## config.mk

```make
export PLATFORM = sky130hd
export DESIGN_NAME = apb_master_req
export DESIGN_NICKNAME = d
export VERILOG_FILES = /design/src/rtl/apb_master_req.sv
export SDC_FILE = /design/constraint.sdc
export NUM_CORES = 1
export LEC_CHECK = 0
export ABC_AREA = 1
export CAP_MARGIN = 10
export CORE_ASPECT_RATIO = 1.1
export CORE_MARGIN = 4
export CORE_UTILIZATION = 65
export DETAILED_ROUTE_END_ITERATION = 8
export DONT_BUFFER_PORTS = 1
export GPL_TIMING_DRIVEN = 0
export PLACE_DENSITY = 0.84
export SYNTH_ARGS = -nofsm -noshare
export SYNTH_HDL_FRONTEND = slang
export SYNTH_SLANG_ARGS = --single-unit
```

## constraint.sdc

```tcl
create_clock -name PCLK -period 3.48 [get_ports PCLK]
set_input_delay 0.348 -clock PCLK [delete_from_list [all_inputs] [get_ports PCLK]]
set_output_delay 0.348 -clock PCLK [all_outputs]
set_load 0.02 [all_outputs]
```

## src/rtl/apb_master_req.sv

```systemverilog
// Single-outstanding APB requester: turns a valid/ready command into one
// APB SETUP/ACCESS transfer and returns one response (data, error, timeout).
module apb_master_req #(
  parameter int unsigned DATA_SIZE = 32,
  parameter int unsigned ADDR_SIZE = 5,
  parameter int unsigned TIMEOUT   = 16
) (
  input  logic                   PCLK,
  input  logic                   PRESET,
  // command port
  input  logic                   cmd_valid,
  output logic                   cmd_ready,
  input  logic                   cmd_write,
  input  logic [ADDR_SIZE-1:0]   cmd_addr,
  input  logic [DATA_SIZE-1:0]   cmd_wdata,
  input  logic [DATA_SIZE/8-1:0] cmd_strb,
  // response port
  output logic                   rsp_valid,
  output logic [DATA_SIZE-1:0]   rsp_rdata,
  output logic                   rsp_err,
  output logic                   rsp_timeout,
  // APB requester side
  output logic [ADDR_SIZE-1:0]   PADDR,
  output logic                   PSEL,
  output logic                   PENABLE,
  output logic                   PWRITE,
  output logic [DATA_SIZE-1:0]   PWDATA,
  output logic [DATA_SIZE/8-1:0] PSTRB,
  input  logic                   PREADY,
  input  logic [DATA_SIZE-1:0]   PRDATA,
  input  logic                   PSLVERR
);

  localparam int unsigned STRB_W  = DATA_SIZE / 8;
  localparam int unsigned CNT_W   = (TIMEOUT == 0) ? 1 : $clog2(TIMEOUT + 1);
  localparam int unsigned TO_LAST = (TIMEOUT == 0) ? 0 : TIMEOUT - 1;

  typedef enum logic [1:0] {
    IDLE   = 2'd0,
    SETUP  = 2'd1,
    ACCESS = 2'd2
  } state_t;

  state_t           state;
  logic [CNT_W-1:0] wait_cnt;

  // Whole requester: state, APB drive and response capture all registered.
  always_ff @(posedge PCLK) begin
    if (PRESET) begin
      state       <= IDLE;
      wait_cnt    <= '0;
      cmd_ready   <= 1'b0;
      rsp_valid   <= 1'b0;
      rsp_rdata   <= '0;
      rsp_err     <= 1'b0;
      rsp_timeout <= 1'b0;
      PADDR       <= '0;
      PSEL        <= 1'b0;
      PENABLE     <= 1'b0;
      PWRITE      <= 1'b0;
      PWDATA      <= '0;
      PSTRB       <= '0;
    end else begin
      rsp_valid <= 1'b0;
      case (state)
        IDLE: begin
          if (cmd_valid && cmd_ready) begin
            PADDR     <= cmd_addr;
            PWRITE    <= cmd_write;
            PWDATA    <= cmd_wdata;
            PSTRB     <= cmd_write ? cmd_strb : STRB_W'(0);
            PSEL      <= 1'b1;
            PENABLE   <= 1'b0;
            cmd_ready <= 1'b0;
            wait_cnt  <= '0;
            state     <= SETUP;
          end else begin
            // first IDLE cycle after reset release re-opens the command port
            cmd_ready <= 1'b1;
          end
        end

        SETUP: begin
          PENABLE <= 1'b1;
          state   <= ACCESS;
        end

        ACCESS: begin
          if (PREADY) begin
            // a ready slave wins even on the cycle the timeout would fire
            PSEL        <= 1'b0;
            PENABLE     <= 1'b0;
            cmd_ready   <= 1'b1;
            rsp_valid   <= 1'b1;
            rsp_rdata   <= PWRITE ? DATA_SIZE'(0) : PRDATA;
            rsp_err     <= PSLVERR;
            rsp_timeout <= 1'b0;
            state       <= IDLE;
          end else if ((TIMEOUT != 0) && (wait_cnt == CNT_W'(TO_LAST))) begin
            PSEL        <= 1'b0;
            PENABLE     <= 1'b0;
            cmd_ready   <= 1'b1;
            rsp_valid   <= 1'b1;
            rsp_rdata   <= '0;
            rsp_err     <= 1'b1;
            rsp_timeout <= 1'b1;
            state       <= IDLE;
          end else begin
            wait_cnt <= wait_cnt + CNT_W'(1);
          end
        end

        default: begin
          PSEL      <= 1'b0;
          PENABLE   <= 1'b0;
          cmd_ready <= 1'b0;
          state     <= IDLE;
        end
      endcase
    end
  end

endmodule
```

==> results.cfg, run 1 <==
[cts]
clk_pin_slew_ns = 0.08
cts_inserted_buffers = 9
clockBufferDepth = 2
clock-sinks = 86
cts_tree = yes
postCtsSetupBuffers = 0
clock_latency_ns = 0.34
htreeDepth = 3
postCtsHoldBufs = 0
cts_root_buf = clkbuf_8
cts_resized = 0

[grt]
grt_overflow = 0
antenna_found_initial = 0
grt_max_degree = 13
grt_use_met1_pct = 23.10
top_usage_layer = met2
grt_pass1_wl_um = 10340
grt_usage_pct = 22.31
grtUsageMet3_pct = 9.136
gr-usage-met2_pct = 38.39
grt_pass1_vias = 2380

[drt]
dr.pass1.iters = 4
postRouteAntennaNets = 0
vias = 2515
viasPerCell = 5.397
drtIter0Drc = 93
finalWirelength_um = 6644
wl_per_cell_um = 14.26
drc = 0

[setup_path]
startpoint = wait_cnt[0]
startpoint_type = flop
critPathRequiredTime_ns = 3.68
rr_worst_depth = 10
r2r-start = wait_cnt[0]
path_max_fanout = 10
cp_slowest_cell = dfxtp_1
rrSetupSlack_ns = 1.77
crit_chain = ha_1 -> nand2_1 -> nor2_1 -> ha_1 -> nor2_1 -> nor2_2 -> inv_2 -> buf_4 -> nand2_1 -> a21oi_1
cp.arrival_ns = 1.92
slowest_delay_ns = 0.39
reg2reg_to = rsp_err
worst-setup-path-type = reg -> reg
cp-end-kind = flop

[power_and_ir_drop]
switching_share_pct = 25.48
intPower_w = 0.001430
clockPowerShare_pct = 33.5
power_density_mw_per_mm2 = 572.2
netSwitchingPower_w = 0.0004889
power_leakage_nw = 1.240
ir_drop_mv = 0.3270
total_power_w = 0.001919
power.share.combinational_pct = 7.6
seqPwrFrac_pct = 58.9

[sta]
finalMaxSlewViolations = 0
tightest_slew_ns = 0.4441
setup_tns_ns = 0
rsz0062_at_grt = no
finalCritPeriodShare_pct = 49.18
fmax_ghz = 0.5843
setup_viol = 0
post-route-min-period_ns = 1.712
hold_violations = 0
slew_headroom_pct = 70.39
finClkSkew_ns = 0.009168

[layout]
final_cell_mix = 90 x nand2_1, 87 x nor2_1, 86 x dfxtp_1, 43 x a21oi_1, 40 x o21ai_0
diodes = 0
fin_nets = 489
final_common_cell = nand2_1
drive_gt1_share_pct = 8.293
syn_to_final_growth_pct = 7.934

[synthesis]
yosysSeqAreaShare_pct = 55.42
yosys_warnings = 0
syn_nets = 478
synth_cell_types = 22
syn_area_sq_mm = 0.003107
syn_avg_cell_area_sq_um = 7.826
synth-seq-cells = 86
syn-instance-count = 397

[placement]
io_buffers = 0
hpwl_um = 5054
place.gp.congestion = 0.7476

[floorplanning]
dieArea_sq_mm = 0.005951
initial_core_util_pct = 67.25
die_w_um = 73.92
die_h_um = 80.51
num_rows = 26
io_pins = 159
core_area_sq_mm = 0.004619

[hold_path]
hold_depth = 2
whs_endpoint = rsp_rdata[5]
min_from = PRDATA[5]
hold_path_class = in -> reg

[flow_run]
cap_violations = 0

[outcome]
status = finished, final reports clean
## routing by layer
layer / vias up / part of all wire, %
met5: - / 0
met4: 0 / 1.8
met3: 11 / 13
met2: 109 / 49
met1: 1116 / 36
li1: 1279 / -
## area by class of cell
type,instances,area [sq um]
inverters,12,45.04
clock inverters,2,35.03
fillers,390,1266
clock buffers,11,141.4
flip-flops and latches,86,1722
plain buffers,23,133.9
well taps,56,70.07
multi-input cells,276,1206
## critical path: cells and delay by family, from the launching register on
family                   cells  cell delay, ns
AND/OR/NAND/NOR              5            0.49
buffers and inverters        2            0.30
AO/OA/AOI/OAI                1            0.06
adder cells (fa/ha/maj)      2            0.34
flip-flops                   1            0.39
## synth_stat cells
cell / instances / area, sq um
a21oi_1: 43 / 215.2
o21ai_0: 40 / 200.2
inv_2: 2 / 7.510
nor3_4: 1 / 16.27
nor2_2: 1 / 6.260
o21ai_1: 3 / 15.01
buf_6: 2 / 22.52
o21a_1: 1 / 7.510
a22oi_1: 1 / 7.510
inv_1: 10 / 37.54
nor2_4: 1 / 11.26
buf_2: 5 / 25.02
ha_1: 2 / 25.02
dfxtp_1: 86 / 1722
and2_1: 1 / 6.260
nand3_1: 1 / 5.000
nand2_2: 3 / 18.77
clkbuf_1: 9 / 33.78
nand2_1: 90 / 337.8
nor2_1: 87 / 326.6
o21bai_1: 1 / 7.510
buf_4: 7 / 52.55
## power by group through the flow
stage	registers, W	logic, W	clock network [W]
finish	0.00113	0.000147	0.000642
global route	0.00114	0.000173	0.000695
CTS	0.00113	0.000149	0.000654
detailed placement	0.00115	0.000148	0
global placement	0.00115	0.000142	0
floorplan	0.00114	0.000122	0
## state kept, by name (all words and copies together) (netlist names), 2 cells and up
register,cells
state,2
PSTRB,4
rsp_rdata,32
PADDR,5
PWDATA,32
wait_cnt,5
## worst max-delay path by stage
| stage | to | cells after the start |
|---|---|---|
| floorplan | rsp_rdata[23] | 10 |
| detailed placement | rsp_rdata[6] | 10 |
| CTS | rsp_rdata[6] | 10 |
| global placement | rsp_rdata[3] | 10 |
| global route | rsp_rdata[11] | 10 |
| finish | rsp_err | 10 |
## cells by family after synthesis
logic type      Yosys count  synth area share, %
simple gates            185                23.44
compound gates           89                14.58
flops                    86                55.42
buf+inv                  35                5.759
fa+ha+maj                 2               0.8053
## stage by stage
stage,worst slack (ns),hold slack [ns],instance area (sq um),utilization [%],instances
2_1_floorplan,1.999,0.4583,3107,-,397
3_3_place_gp,1.822,0.4786,3177,68.77,453
3_5_place_dp,1.781,0.4977,3177,68.77,453
4_1_cts,1.780,0.1355,3353,72.59,466
5_1_grt,1.553,0.1360,3353,72.59,466
6_report,1.768,0.1423,3353,72.59,466
No activity file was read; power rests on OpenSTA's default activity.
==> inputs of run 2 (changes only) <==
Settings changed: CORE_UTILIZATION 65 to 61, PLACE_DENSITY 0.84 to 0.8.
Clock period 3.48 ns to 1.7 ns, I/O delays scaled along.
==> results.cfg, run 2 (synthesis gave the netlist of run 1 again) <==
[outcome]
status = finished, final reports clean

[sta]
finalMaxSlewViolations = 0
post-route-min-period_ns = 1.592
setup_viol = 0
finalCritPeriodShare_pct = 93.64
slew_headroom_pct = 68.43
rsz0062_at_grt = no
setup_tns_ns = 0
fin_hold_ws_ns = 0.008469
fmax_ghz = 0.6282
tightest_slew_ns = 0.4736
hold_violations = 0
finClkSkew_ns = 0.008239

[layout]
top_regs = PWDATA (32), rsp_rdata (32)
fin_nets = 556
fin_area_sq_mm = 0.004118
diodes = 0
syn_to_final_growth_pct = 32.54
drive_gt1_share_pct = 10.42
final_common_cell = nand2_1
post-route-util_pct = 86.11
fin_cells = 536
final_cell_mix = 89 x nand2_1, 85 x nor2_1, 84 x dfxtp_1, 63 x dlygate4sd3_1

[setup_path]
cp.arrival_ns = 1.80
cp-end-kind = flop
rrSetupSlack_ns = 0.11
r2r-start = wait_cnt[0]
worst-setup-path-type = reg -> reg
startpoint = wait_cnt[0]
path_max_fanout = 10
startpoint_type = flop
critPathRequiredTime_ns = 1.91

[floorplanning]
num_rows = 26
die_h_um = 82.85
io_pins = 159
initial_core_util_pct = 64.97
core_area_sq_mm = 0.004782
dieArea_sq_mm = 0.006300
die_w_um = 76.05

[hold_path]
min_from = cmd_wdata[15]
hold_path_class = in -> reg

[drt]
drtIter0Drc = 176
vias = 2891
dr.pass1.iters = 4
drc = 0
viasPerCell = 5.394
postRouteAntennaNets = 0
wl_per_cell_um = 16.53
finalWirelength_um = 8861

[grt]
grt_max_degree = 14
grt_usage_pct = 27.90
grt_overflow = 0
antenna_found_initial = 0
grt_pass1_vias = 2973
grt_pass1_wl_um = 14520

[placement]
placed_area_sq_mm = 0.003177
place_inst = 453
place.gp.congestion = 0.7936
hpwl_um = 5095
io_buffers = 0

[cts]
cts_inserted_buffers = 9
cts_root_buf = clkbuf_8
clockBufferDepth = 2
htreeDepth = 3
cts_tree = yes
clock-sinks = 86
clk_pin_slew_ns = 0.08
clock_latency_ns = 0.34

[power_and_ir_drop]
ir_drop_mv = 0.6987
power_leakage_nw = 1.549
power_density_mw_per_mm2 = 1048

[flow_run]
cap_violations = 0
-- run 2: cell types whose count changed in the layout (fill, tap and decap cells not counted), sizes merged --
cell / delta
bufinv: +1
buf: +4
clkbuf: +1
dlygate4sd3: +63
clkinv: +1
-- run 2: timing repair --
action                                  4_1_cts  5_1_grt
setup buffers                                 0        4
endpoints found under the hold margin        63        0
pin swaps                                     1        2
endpoints found under the setup margin       21       36
gates resized for setup                       0       18
hold buffers                                 63        0
-- run 2: final cells by class --
class,instances,area [sq um]
timing repair buffer,67,660.6
tap,56,70.07
buffer,23,145.1
clock inverter,4,70.07
fill,260,664.4
inverter,12,47.55
clock buffer,12,145.1
multi-input combinational,276,1255
sequential,86,1724
-- run 2: critical path: stages (launching register included) --
cell,delay [ns]
dfxtp_2,0.37
ha_4,0.14
nand2_1,0.07
nor2_2,0.10
ha_2,0.20
nor2_4,0.04
nor2_4,0.15
inv_4,0.07
buf_6,0.14
nand2_1,0.08
a21oi_1,0.08
-- run 2: final timing paths --
path              endpoint  cells past startpoint
max          rsp_rdata[13]                     10
min             PWDATA[15]                      2
max reg2reg  rsp_rdata[13]                     10
min reg2reg    wait_cnt[3]                      2
-- run 2: stage by stage --
| step | worst slack, ns | total power, W |
|---|---|---|
| 3_5_place_dp | -0.009759 | 0.002666 |
| 4_1_cts | -0.006001 | 0.004296 |
| 2_1_floorplan | 0.2187 | 0.002591 |
| 3_3_place_gp | 0.03922 | 0.002652 |
| 6_report | 0.1082 | 0.004314 |
| 5_1_grt | 0.009825 | 0.004489 |
-- run 2: where the power goes --
group          total, W  leakage [nW]  internal (W)  switching (W)
combinational  0.000451         0.738      0.000218       0.000233
sequential      0.00232         0.701       0.00212       0.000199
clock           0.00154         0.110      0.000865       0.000677
-- run 2: routing by layer --
| layer | part of all wire (%) | GRT usage (%) | vias up | routed length (um) |
|---|---|---|---|---|
| met4 | 3.1 | 13.75 | 0 | 272 |
| li1 | - | - | 1417 | - |
| met1 | 36 | 29.92 | 1304 | 3168 |
| met3 | 10 | 10.50 | 28 | 889 |
| met2 | 51 | 47.59 | 142 | 4530 |
| met5 | 0 | 0 | - | 0 |
